$ cat src/rtl/instr_mem_pkg.sv
// Shared types and constants for the instruction-store loader and its byte RAM.
package instr_mem_pkg;

    localparam int DEFAULT_DEPTH = 72;
    localparam int DEFAULT_CNT_W = 16;
    localparam int BYTE_W        = 8;
    localparam int WORD_W        = 32;

    typedef enum logic [1:0] {
        IDLE,
        LOAD,
        CHECK,
        FIN
    } state_t;

endpackage

$ cat src/rtl/instr_byte_ram.sv
// DEPTH x 8 instruction store: one synchronous byte write port and a combinational
// big-endian 4-byte read port; bytes past the end of the store read as zero.
module instr_byte_ram
    import instr_mem_pkg::*;
#(
    parameter int DEPTH = DEFAULT_DEPTH
) (
    input  logic                     clk,
    input  logic                     i_we,
    input  logic [$clog2(DEPTH)-1:0] i_waddr,
    input  logic [BYTE_W-1:0]        i_wdata,
    input  logic [WORD_W-1:0]        i_raddr,
    output logic [WORD_W-1:0]        o_rdata
);

    localparam int ADDR_W = $clog2(DEPTH);

    logic [BYTE_W-1:0] r_mem [DEPTH];

    // NOTE: the array has no reset branch so it maps onto plain RAM/flops without
    // a reset network; contents survive rst_n, and <= keeps the write ordered
    // against same-cycle readers.
    always_ff @(posedge clk) begin
        if (i_we) begin
            r_mem[i_waddr] <= i_wdata;
        end
    end

    // Each lane computes its byte address at 33 bits so a+3 never wraps into range.
    for (genvar lane = 0; lane < 4; lane++) begin : g_lane
        logic [WORD_W:0] w_addr;

        assign w_addr = {1'b0, i_raddr} + (WORD_W + 1)'(lane);
        assign o_rdata[WORD_W-1-BYTE_W*lane -: BYTE_W] =
            (w_addr < (WORD_W + 1)'(DEPTH)) ? r_mem[w_addr[ADDR_W-1:0]] : '0;
    end

endmodule

$ cat src/rtl/instr_mem_loader.sv
// Stream loader for the byte-addressed instruction store plus its 32-bit fetch port.
// Define LOADER_CHECKSUM_EN to add a trailing checksum byte checked in the CHECK state.
module instr_mem_loader
    import instr_mem_pkg::*;
#(
    parameter int DEPTH = DEFAULT_DEPTH,
    parameter int CNT_W = DEFAULT_CNT_W
) (
    input  logic              clk,
    input  logic              rst_n,
    input  logic              start,
    input  logic [WORD_W-1:0] base_addr,
    input  logic [CNT_W-1:0]  byte_cnt,
    input  logic              abort,
    input  logic              in_valid,
    input  logic [BYTE_W-1:0] in_data,
    output logic              in_ready,
    output logic              busy,
    output logic              done,
    output logic              err,
    input  logic [WORD_W-1:0] rd_addr,
    output logic [WORD_W-1:0] rd_data
);

    localparam int ADDR_W = $clog2(DEPTH);

    state_t              r_state;
    state_t              w_next;
    logic [ADDR_W-1:0]   r_ptr;
    logic [CNT_W-1:0]    r_rem;
    logic                r_err;
    logic [WORD_W:0]     w_end;
    logic                w_fits;
    logic                w_hs;
    logic                w_last;
    logic                w_we;
`ifdef LOADER_CHECKSUM_EN
    logic [BYTE_W-1:0]   r_sum;
`endif

    // End of the requested range, widened so a huge base cannot wrap back into range.
    assign w_end  = {1'b0, base_addr} + (WORD_W + 1)'(byte_cnt);
    assign w_fits = (w_end <= (WORD_W + 1)'(DEPTH));
    assign w_hs   = in_valid & in_ready;
    assign w_last = (r_rem == CNT_W'(1));
    assign w_we   = (r_state == LOAD) & w_hs & ~abort;
    assign err    = r_err;

    always_ff @(posedge clk or negedge rst_n) begin
        if (!rst_n) begin
            r_state <= IDLE;
        end else begin
            r_state <= w_next;
        end
    end

    // NOTE: every combinational output gets a default before the case so no path
    // leaves it unassigned and no latch is inferred.
    always_comb begin
        w_next = r_state;
        case (r_state)
            IDLE: begin
                if (start) begin
                    w_next = (byte_cnt != '0 && w_fits) ? LOAD : FIN;
                end
            end
            LOAD: begin
                if (abort) begin
                    w_next = FIN;
                end else if (w_hs && w_last) begin
`ifdef LOADER_CHECKSUM_EN
                    w_next = CHECK;
`else
                    w_next = FIN;
`endif
                end
            end
`ifdef LOADER_CHECKSUM_EN
            CHECK: begin
                if (abort || w_hs) begin
                    w_next = FIN;
                end
            end
`endif
            FIN:     w_next = IDLE;
            default: w_next = IDLE;
        endcase
    end

    always_comb begin
        in_ready = 1'b0;
        busy     = 1'b0;
        done     = 1'b0;
        case (r_state)
            LOAD: begin
                in_ready = 1'b1;
                busy     = 1'b1;
            end
`ifdef LOADER_CHECKSUM_EN
            CHECK: begin
                in_ready = 1'b1;
                busy     = 1'b1;
            end
`endif
            FIN:     done = 1'b1;
            default: ;
        endcase
    end

    always_ff @(posedge clk or negedge rst_n) begin
        if (!rst_n) begin
            r_ptr <= '0;
            r_rem <= '0;
            r_err <= 1'b0;
`ifdef LOADER_CHECKSUM_EN
            r_sum <= '0;
`endif
        end else begin
            case (r_state)
                IDLE: begin
                    if (start) begin
                        r_ptr <= base_addr[ADDR_W-1:0];
                        r_rem <= byte_cnt;
                        // An empty load is never an overflow, whatever the base.
                        r_err <= (byte_cnt != '0) && !w_fits;
`ifdef LOADER_CHECKSUM_EN
                        r_sum <= '0;
`endif
                    end
                end
                LOAD: begin
                    if (abort) begin
                        r_err <= 1'b1;
                    end else if (w_hs) begin
                        r_ptr <= r_ptr + ADDR_W'(1);
                        r_rem <= r_rem - CNT_W'(1);
`ifdef LOADER_CHECKSUM_EN
                        r_sum <= r_sum + in_data;
`endif
                    end
                end
`ifdef LOADER_CHECKSUM_EN
                CHECK: begin
                    if (abort) begin
                        r_err <= 1'b1;
                    end else if (w_hs && (BYTE_W'(r_sum + in_data) != '0)) begin
                        r_err <= 1'b1;
                    end
                end
`endif
                default: ;
            endcase
        end
    end

    instr_byte_ram #(
        .DEPTH (DEPTH)
    ) u_ram (
        .clk     (clk),
        .i_we    (w_we),
        .i_waddr (r_ptr),
        .i_wdata (in_data),
        .i_raddr (rd_addr),
        .o_rdata (rd_data)
    );

endmodule

$ cat config.mk
export PLATFORM = sky130hd
export DESIGN_NAME = instr_mem_loader
export DESIGN_NICKNAME = d
export VERILOG_FILES = /design/src/rtl/instr_mem_pkg.sv /design/src/rtl/instr_byte_ram.sv /design/src/rtl/instr_mem_loader.sv
export SDC_FILE = /design/constraint.sdc
export NUM_CORES = 1
export LEC_CHECK = 0
export CAP_MARGIN = 20
export CORE_MARGIN = 2
export CORE_UTILIZATION = 45
export CTS_CLUSTER_SIZE = 16
export DETAILED_ROUTE_END_ITERATION = 12
export DONT_BUFFER_PORTS = 1
export HOLD_SLACK_MARGIN = 0.02
export MAX_ROUTING_LAYER = met4
export SYNTH_ARGS = -nofsm -noshare
export SYNTH_HDL_FRONTEND = slang
export SYNTH_SLANG_ARGS = --single-unit
$ cat constraint.sdc
create_clock -name clk -period 11.3 [get_ports clk]
set_clock_uncertainty 0.1 [all_clocks]
set_input_delay 2.825 -clock clk [delete_from_list [all_inputs] [get_ports clk]]
set_output_delay 2.825 -clock clk [all_outputs]
set_load 0.03 [all_outputs]
Word level (Yosys, flattened, before mapping):

Memories as Yosys holds them, arrays and structs flattened.
Index checks and enable logic that the tools add are counted.
Widths: inputs -> output; s select.

* RAM bits: 576
* logic and storage cells: 62
* input bits: 93
* register bits after elaboration: 26
* memories: 1

* $add $sub $neg: 6
* equal/unequal tests: 8
* muxes and demuxes: 24
* reductions and logical operators: 10
* order comparisons: 5
* bitwise operators: 4

Memories
* u_ram.r_mem: words 72, bits a word 8, rd ports 4, clocked after memory_dff 0, wr ports 1, line instr_byte_ram.sv:18 `logic [BYTE_W-1:0] r_mem [DEPTH];`

Operator list (count)
* $lt 33x7->1 const B: 3
* $add 32x2->33 const B: 2
* $mux 16: 3
* $add 32x1->33 const B: 1
* $add 32x16->33: 1
* $le 33x7->1 const B: 1
* $lt 32x7->1 const B: 1
* $mux 8: 4
* $pmux 16 s2: 1
* $mux 7: 3
* $eq 16x1->1 const B: 1
* $reduce_bool 16->1: 1
* $sub 16x1->16 const B: 1
* $pmux 7 s2: 1
* $mux 2: 4
* $ne 2x2->1 const B: 4
* $add 7x1->7 const B: 1
* $mux 1: 6
* $pmux 2 s2: 1
* $reduce_and 4->1: 1
* $and 1x1->1: 3
* $logic_and 1x1->1: 3
* $ne 3x2->1 const B: 1
* $reduce_and 3->1: 1
* 8 further kinds: 8

Longest topological paths before layout:

Gate-level depths: netlist of the first run.

* depth in word-level cells: 7
* gate-level depth with buffers: 18
* mapped depth without buffers: 11

Cells and area by module:

A second synthesis of the first run with hierarchy kept.

* cells, all modules: 2935
* area, all modules: 41653.7 µm²

Modules (own cells, without submodules)
* instr_byte_ram: cells an instance 2485, times used 1, area an instance 38451.9 µm², sequential area each 17296.6 µm²
* instr_mem_loader: cells an instance 450, times used 1, area an instance 3201.8 µm², sequential area each 650.6 µm²

Worst setup path after synthesis of the first run:

No wires, ideal clock.

* path type: input port to output port
* from: input rd_addr[1]
* to: output rd_data[10]
* stages: 17
* arrival: 7.180 ns
* buffers on the path: 12
* slack: 1.195 ns
* cell sequence: buf_4 > buf_4 > buf_4 > buf_4 > buf_2 > buf_4 > buf_2 > clkinv_1 > ha_1 > buf_2 > buf_2 > buf_2 > clkbuf_1 > clkbuf_1 > mux4_2 > nand2_1 > a311oi_1

* longest elaborated chain between the ends: 3

RTL lines
* start: declaration: line instr_mem_loader.sv:21 `input logic [WORD_W-1:0] rd_addr,`
* $add 32x2->33 *: line instr_byte_ram.sv:33 `assign w_addr = {1'b0, i_raddr} + (WORD_W + 1)'(lane);`
* $lt 33x7->1 / $mem_v2 72x8 (equally long branches)
* $mux 8 *: line instr_byte_ram.sv:35 `(w_addr < (WORD_W + 1)'(DEPTH)) ? r_mem[w_addr[ADDR_W-1:0]] : '0;`
* end: declaration: line instr_mem_loader.sv:22 `output logic [WORD_W-1:0] rd_data`

Mark *: on every way between the ends. The rest lies on a longest branch, timed or not.

Worst setup path in the final report of the first run:

* from: input rd_addr[1]
* to: output rd_data[12]

The elaborated chain is that of the path after synthesis.

==> metrics.cfg, run 1 <==
[sta]
worstMarginPinSlew_ps = 1641
period_share_pct = 88.42
finalHoldViolCount = 0
min_period_ps = 9992
rsz0062_at_grt = false
hold_slack_ps = 408.1
drv_slew = 85
setup_viol = 0
timing.slew.headroom_pct = -9.414
setup-tns-final_ps = 0
fmax_ghz = 0.1001

[clocking]
post_cts_buffers = 0
cts_tree = done
ctsHoldBuffers = 0
cts_sinks = 602
insertion_delay_ps = 600
cts_max_level = 3
cts_inserted_buffers = 69
cts.path.max_buffers = 3
cts-root-buf = clkbuf_16
path_clk_slew_ps = 60
postCtsResizedCells = 0

[yosys]
ys_ff_latch = 602
syn_nets = 2675
synthCells = 2558
netlist-cell-type-count = 86
synth_area_per_cell_um2 = 16.03
synth_edf_count = 576
yosys.area.top_type = edfxtp_1
yosys-top-cells-area = edfxtp_1 (42%), mux4_2 (38%), mux2i_1 (1.8%)
async_flop_share_pct = 4.319
synth_most_common_cell = mux4_2
synth_flop_cell = edfxtp_1
synthTopCellsByCount = mux4_2 (688), edfxtp_1 (576), nand2_1 (159)
ys_warn_count = 0
ys_seq_area_share_pct = 43.77
syn_area_um2 = 41000
synth_top_area_share_pct = 42.18

[status]
violations = max-slew violations
status = finished, violations left

[global_routing]
grt_overflow = 0
grt_antenna_before_repair = 4
track_usage_pct = 29.47
grt_max_degree = 554
grt_pass1_wl_um = 192900
grt_pass1_vias = 26820

[final_layout]
seq_area_um2 = 17950
drive_gt1_share_pct = 36.60
area_growth_pct = 8.892
fin_util_pct = 49.53
multi_input_area_um2 = 21980
nFillCells = 7306
final_nets = 2632

[drt]
num_vias = 28166
viasPerCell = 7.513
drc = 0
firstDrtPassIters = 7
totalWireLength_um = 133900
drtIter0Drc = 4410
wl_per_cell_um = 35.72
ant_nets = 0

[hold_path]
hold_path.class = reg2reg

[die]
core_area_um2 = 90150
die_area_um2 = 93540
initial_core_util_pct = 45.48
core.rowCount = 110
fp.dieW_um = 305.9
fp.dieH_um = 305.9
io_pins = 129

[critical_path]
critPathMaxFanout = 201
cp_common_cell = mux4_2
crit_arrival_ps = 7070
slowest_delay_ps = 1000
crit_chain = clkinv_1 -> ha_4 -> buf_12 -> mux4_2 -> mux4_2 -> mux2i_1 -> a21oi_1 -> nor2_1 -> a311oi_1 -> buf_4
cp-start-kind = primary input
crit_path_end_kind = output port
cpMaxStageDelayCell = ha_4
critPathKind = in2out
cp_num_buf_inv = 3
worst_ep_required_time_ps = 8380
cp_top_family = multiplexers

[pwr]
irDropWorstVdd_mv = 0.1172
power_mw = 5.934
p_leak_nw = 13.87
power.density_nw_per_um2 = 132.9

[run]
drv_cap = 0

[place]
post-dp-hpwl_um = 88960
gp_congestion = 0.9384
port_buffers = 0

-- flip-flops by register name (all words and copies together), names as in the netlist --
signal and count:
r_ptr 7, err 1, r_state 2, r_rem 16, u_ram.r_mem 576
-- cell usage in the layout, fill, tap and decap left out, drive strengths merged, types with 10 or more instances in the layout --
master  netlist  routed
ha           23      23
inv          14      19
o31ai        10      10
o21ai        59      59
a211oi       28      28
a21oi        95      95
a221oi       14      14
nor3         36      36
o22ai        16      16
nand3        58      58
mux4        688     688
nand2b       12      12
xnor2        30      30
and2         17      17
clkbuf       78      84
a22oi        10      10
nor2b        18      18
buf         147     111
nor4         21      21
nand2       159     159
dfrtp        26      26
clkinv        2      27
edfxtp      576     576
nor2        144     144
a311oi       10      10
and3         37      37
o211ai       12      12
xor2         21      21
nand4        35      35
mux2i        74      74
-- area by class of cell --
| class | instances | area share (%) |
|---|---|---|
| multi-input cells | 1715 | 49.23 |
| flip-flops and latches | 602 | 40.20 |
| clock buffers | 84 | 4.063 |
| well taps | 1176 | 3.296 |
| repair buffers | 111 | 2.135 |
| clock inverters | 40 | 0.9164 |
| inverters | 16 | 0.1345 |
| diodes | 5 | 0.02802 |
-- stage by stage --
step	setup WS, ps	instances	cell area, um2
2_1_floorplan	1195	2558	41000
3_3_place_gp	1456	3605	42250
3_5_place_dp	1458	3616	42370
4_1_cts	1454	3740	44590
5_1_grt	1368	3748	44650
6_report	1308	3749	44650
-- routing by layer --
layer	part of all wire (%)	vias to the layer above	track usage, %	routed length [um]
met2	47	2235	44.78	62910
met5	0	-	-	0
li1	-	10996	-	-
met3	13	327	7.680	17490
met1	35	14608	38.40	47490
met4	4.5	0	11.08	6038
-- cell families (layout without fill, tap and decap cells) --
| family | count (synthesis) | count (layout) | share of synthesized area, % |
|---|---|---|---|
| AND/OR/NAND/NOR | 572 | 572 | 6.906 |
| multiplexers | 764 | 764 | 39.65 |
| adder cells (fa/ha/maj) | 24 | 24 | 0.7507 |
| AO/OA/AOI/OAI | 304 | 304 | 4.843 |
| buffers and inverters | 241 | 251 | 2.988 |
| XOR/XNOR | 51 | 51 | 1.089 |
| other | 0 | 5 | 0 |
| flip-flops | 602 | 602 | 43.77 |
-- power breakdown --
part           leakage (nW)  internal [mW]  switching [mW]
clock                  1.09           1.31           0.936
sequential             5.47           2.49          0.0598
combinational          7.31          0.521           0.614
-- worst paths after layout --
check                      slack, ps  depth (start not counted)  startpoint                 end
min                              410                          1  r_state[1]          r_state[0]
max                             1310                         10  rd_addr[1]         rd_data[12]
min reg2reg                      410                          1  r_state[1]          r_state[0]
max in group asynchronous       9210                          0       rst_n            r_ptr[5]
max reg2reg                     7180                          5  r_state[1]  u_ram.r_mem[38][3]
min in group asynchronous       1810                          0       rst_n            r_rem[2]
Power figures use the tool's default switching activity.
==> run 2: changes to the inputs <==
--- a/config.mk
+++ b/config.mk
@@ -6,7 +6,7 @@
 export NUM_CORES = 1
 export LEC_CHECK = 0
 export CAP_MARGIN = 20
-export CORE_MARGIN = 2
+export CORE_MARGIN = 3
 export CORE_UTILIZATION = 45
 export CTS_CLUSTER_SIZE = 16
 export DETAILED_ROUTE_END_ITERATION = 12
==> metrics.cfg, run 2 (synthesis results as in run 1) <==
[global_routing]
grt_antenna_before_repair = 1
grt_max_degree = 554
grt_pass1_wl_um = 194200
grt_pass1_vias = 27066
grt_overflow = 0
track_usage_pct = 29.12

[sta]
setup_viol = 0
setup-tns-final_ps = 0
min_period_ps = 10410
worstMarginPinSlew_ps = 1110
finalHoldViolCount = 0
rsz0062_at_grt = false
drv_slew = 0
setup_ws_ps = 886.8
period_share_pct = 92.15
timing.slew.headroom_pct = 25.90
fmax_ghz = 0.09603

[clocking]
post_cts_buffers = 0
cts_tree = done
cts_max_level = 3
cts-root-buf = clkbuf_16
postCtsResizedCells = 0
path_clk_slew_ps = 60
ctsHoldBuffers = 0
cts.path.max_buffers = 3
cts_sinks = 602
insertion_delay_ps = 630
cts_inserted_buffers = 69

[drt]
totalWireLength_um = 133900
drtIter0Drc = 4328
ant_nets = 0
drc = 0
wl_per_cell_um = 35.70
viasPerCell = 7.477
firstDrtPassIters = 6
num_vias = 28030

[hold_path]
hold_depth = 2
hold_path.class = reg2reg
hold_end = r_rem[11]
hp-start = r_rem[11]

[final_layout]
nFillCells = 7320
seq_area_um2 = 17950
largest_registers = u_ram.r_mem (576), r_rem (16), r_ptr (7)
fin_util_pct = 49.68
final_common_cell = mux4_2
regMostFlops = u_ram.r_mem
final_nets = 2635
layout_common_cells = mux4_2 (688), edfxtp_1 (576), nand2_1 (159)
area_growth_pct = 9.219
largest_reg_flops = 576
multi_input_area_um2 = 21970
drive_gt1_share_pct = 36.64

[pwr]
p_leak_nw = 13.92
irDropWorstVdd_mv = 0.1022
power.density_nw_per_um2 = 134.6

[critical_path]
r2r-end = u_ram.r_mem[70][2]
critPathMaxFanout = 201
crit_chain = clkinv_1 -> ha_4 -> a21oi_2 -> xnor2_2 -> buf_4 -> buf_4 -> mux4_2 -> a211oi_1 -> a21oi_1 -> and3_1
cp_common_cell = buf_4
r2r_start = r_state[1]
slowest_delay_ps = 720
r2r_setup_slack_ps = 6930
cp-start-kind = primary input
cpMaxStageDelayCell = a211oi_1
reg2reg_depth = 4
worst_ep_required_time_ps = 8380
critPathKind = in2out
crit_arrival_ps = 7490
crit_path_end_kind = output port

[die]
fp.dieW_um = 307.9
core_area_um2 = 90150
core.rowCount = 110
initial_core_util_pct = 45.48
fp.dieH_um = 307.9
io_pins = 129
die_area_um2 = 94770

[place]
post-dp-hpwl_um = 89940
gp_congestion = 0.9402
post-place-ws_ps = 1516
port_buffers = 0

[status]
status = finished, final reports clean

[run]
drv_cap = 0

run 2: critical path: cells and delay by family:
family	cells	cell delay, ps
xor gates and xnor gates	1	330
and+or+nand+nor	1	370
buffers and inverters	3	1530
muxes	1	450
AOI/OAI and AO/OA	3	1210
adders and majority gates	1	370
run 2: area by class of cell:
| cell class | count | area share [%] |
|---|---|---|
| Clock inverter | 42 | 1.380 |
| Timing Repair Buffer | 114 | 2.082 |
| Sequential cell | 602 | 40.08 |
| Inverter | 16 | 0.1341 |
| Clock buffer | 82 | 3.965 |
| Antenna cell | 2 | 0.01118 |
| Multi-Input combinational cell | 1715 | 49.07 |
| Tap cell | 1176 | 3.286 |
run 2: how the worst max path moves through the flow:
stage                           from     endpoint  slack, ps  cells past startpoint
after floorplan           rd_addr[1]  rd_data[10]       1190                     17
after detailed placement  rd_addr[1]   rd_data[0]       1520                     10
after global placement    rd_addr[1]  rd_data[10]       1540                     10
final                     rd_addr[1]   rd_data[0]        890                     10
after global routing      rd_addr[1]   rd_data[4]        820                     11
after CTS                 rd_addr[1]   rd_data[0]       1500                     10
run 2: routing by layer:
metal / track usage [%] / share of wire, % / wire length (um)
met1: 38.68 / 37 / 48900
met2: 43.52 / 47 / 62460
met3: 8.350 / 13 / 17320
met4: 9.729 / 3.9 / 5169
met5: - / 0 / 0
run 2: power breakdown:
part,total [mW],internal (mW),switching [mW]
registers,2.55,2.49,0.0590
clock network,2.36,1.40,0.962
logic,1.12,0.512,0.607
run 2: metrics by stage:
| step | instances | power, mW | area, um2 | hold WS, ps |
|---|---|---|---|---|
| floorplan | 2558 | 3.475 | 41000 | 343.3 |
| global placement | 3608 | 3.680 | 42230 | 368.8 |
| detailed placement | 3619 | 3.694 | 42350 | 375.1 |
| CTS | 3743 | 6.050 | 44740 | 394.9 |
| global route | 3748 | 6.237 | 44780 | 427.1 |
| finish | 3749 | 6.028 | 44780 | 388.9 |
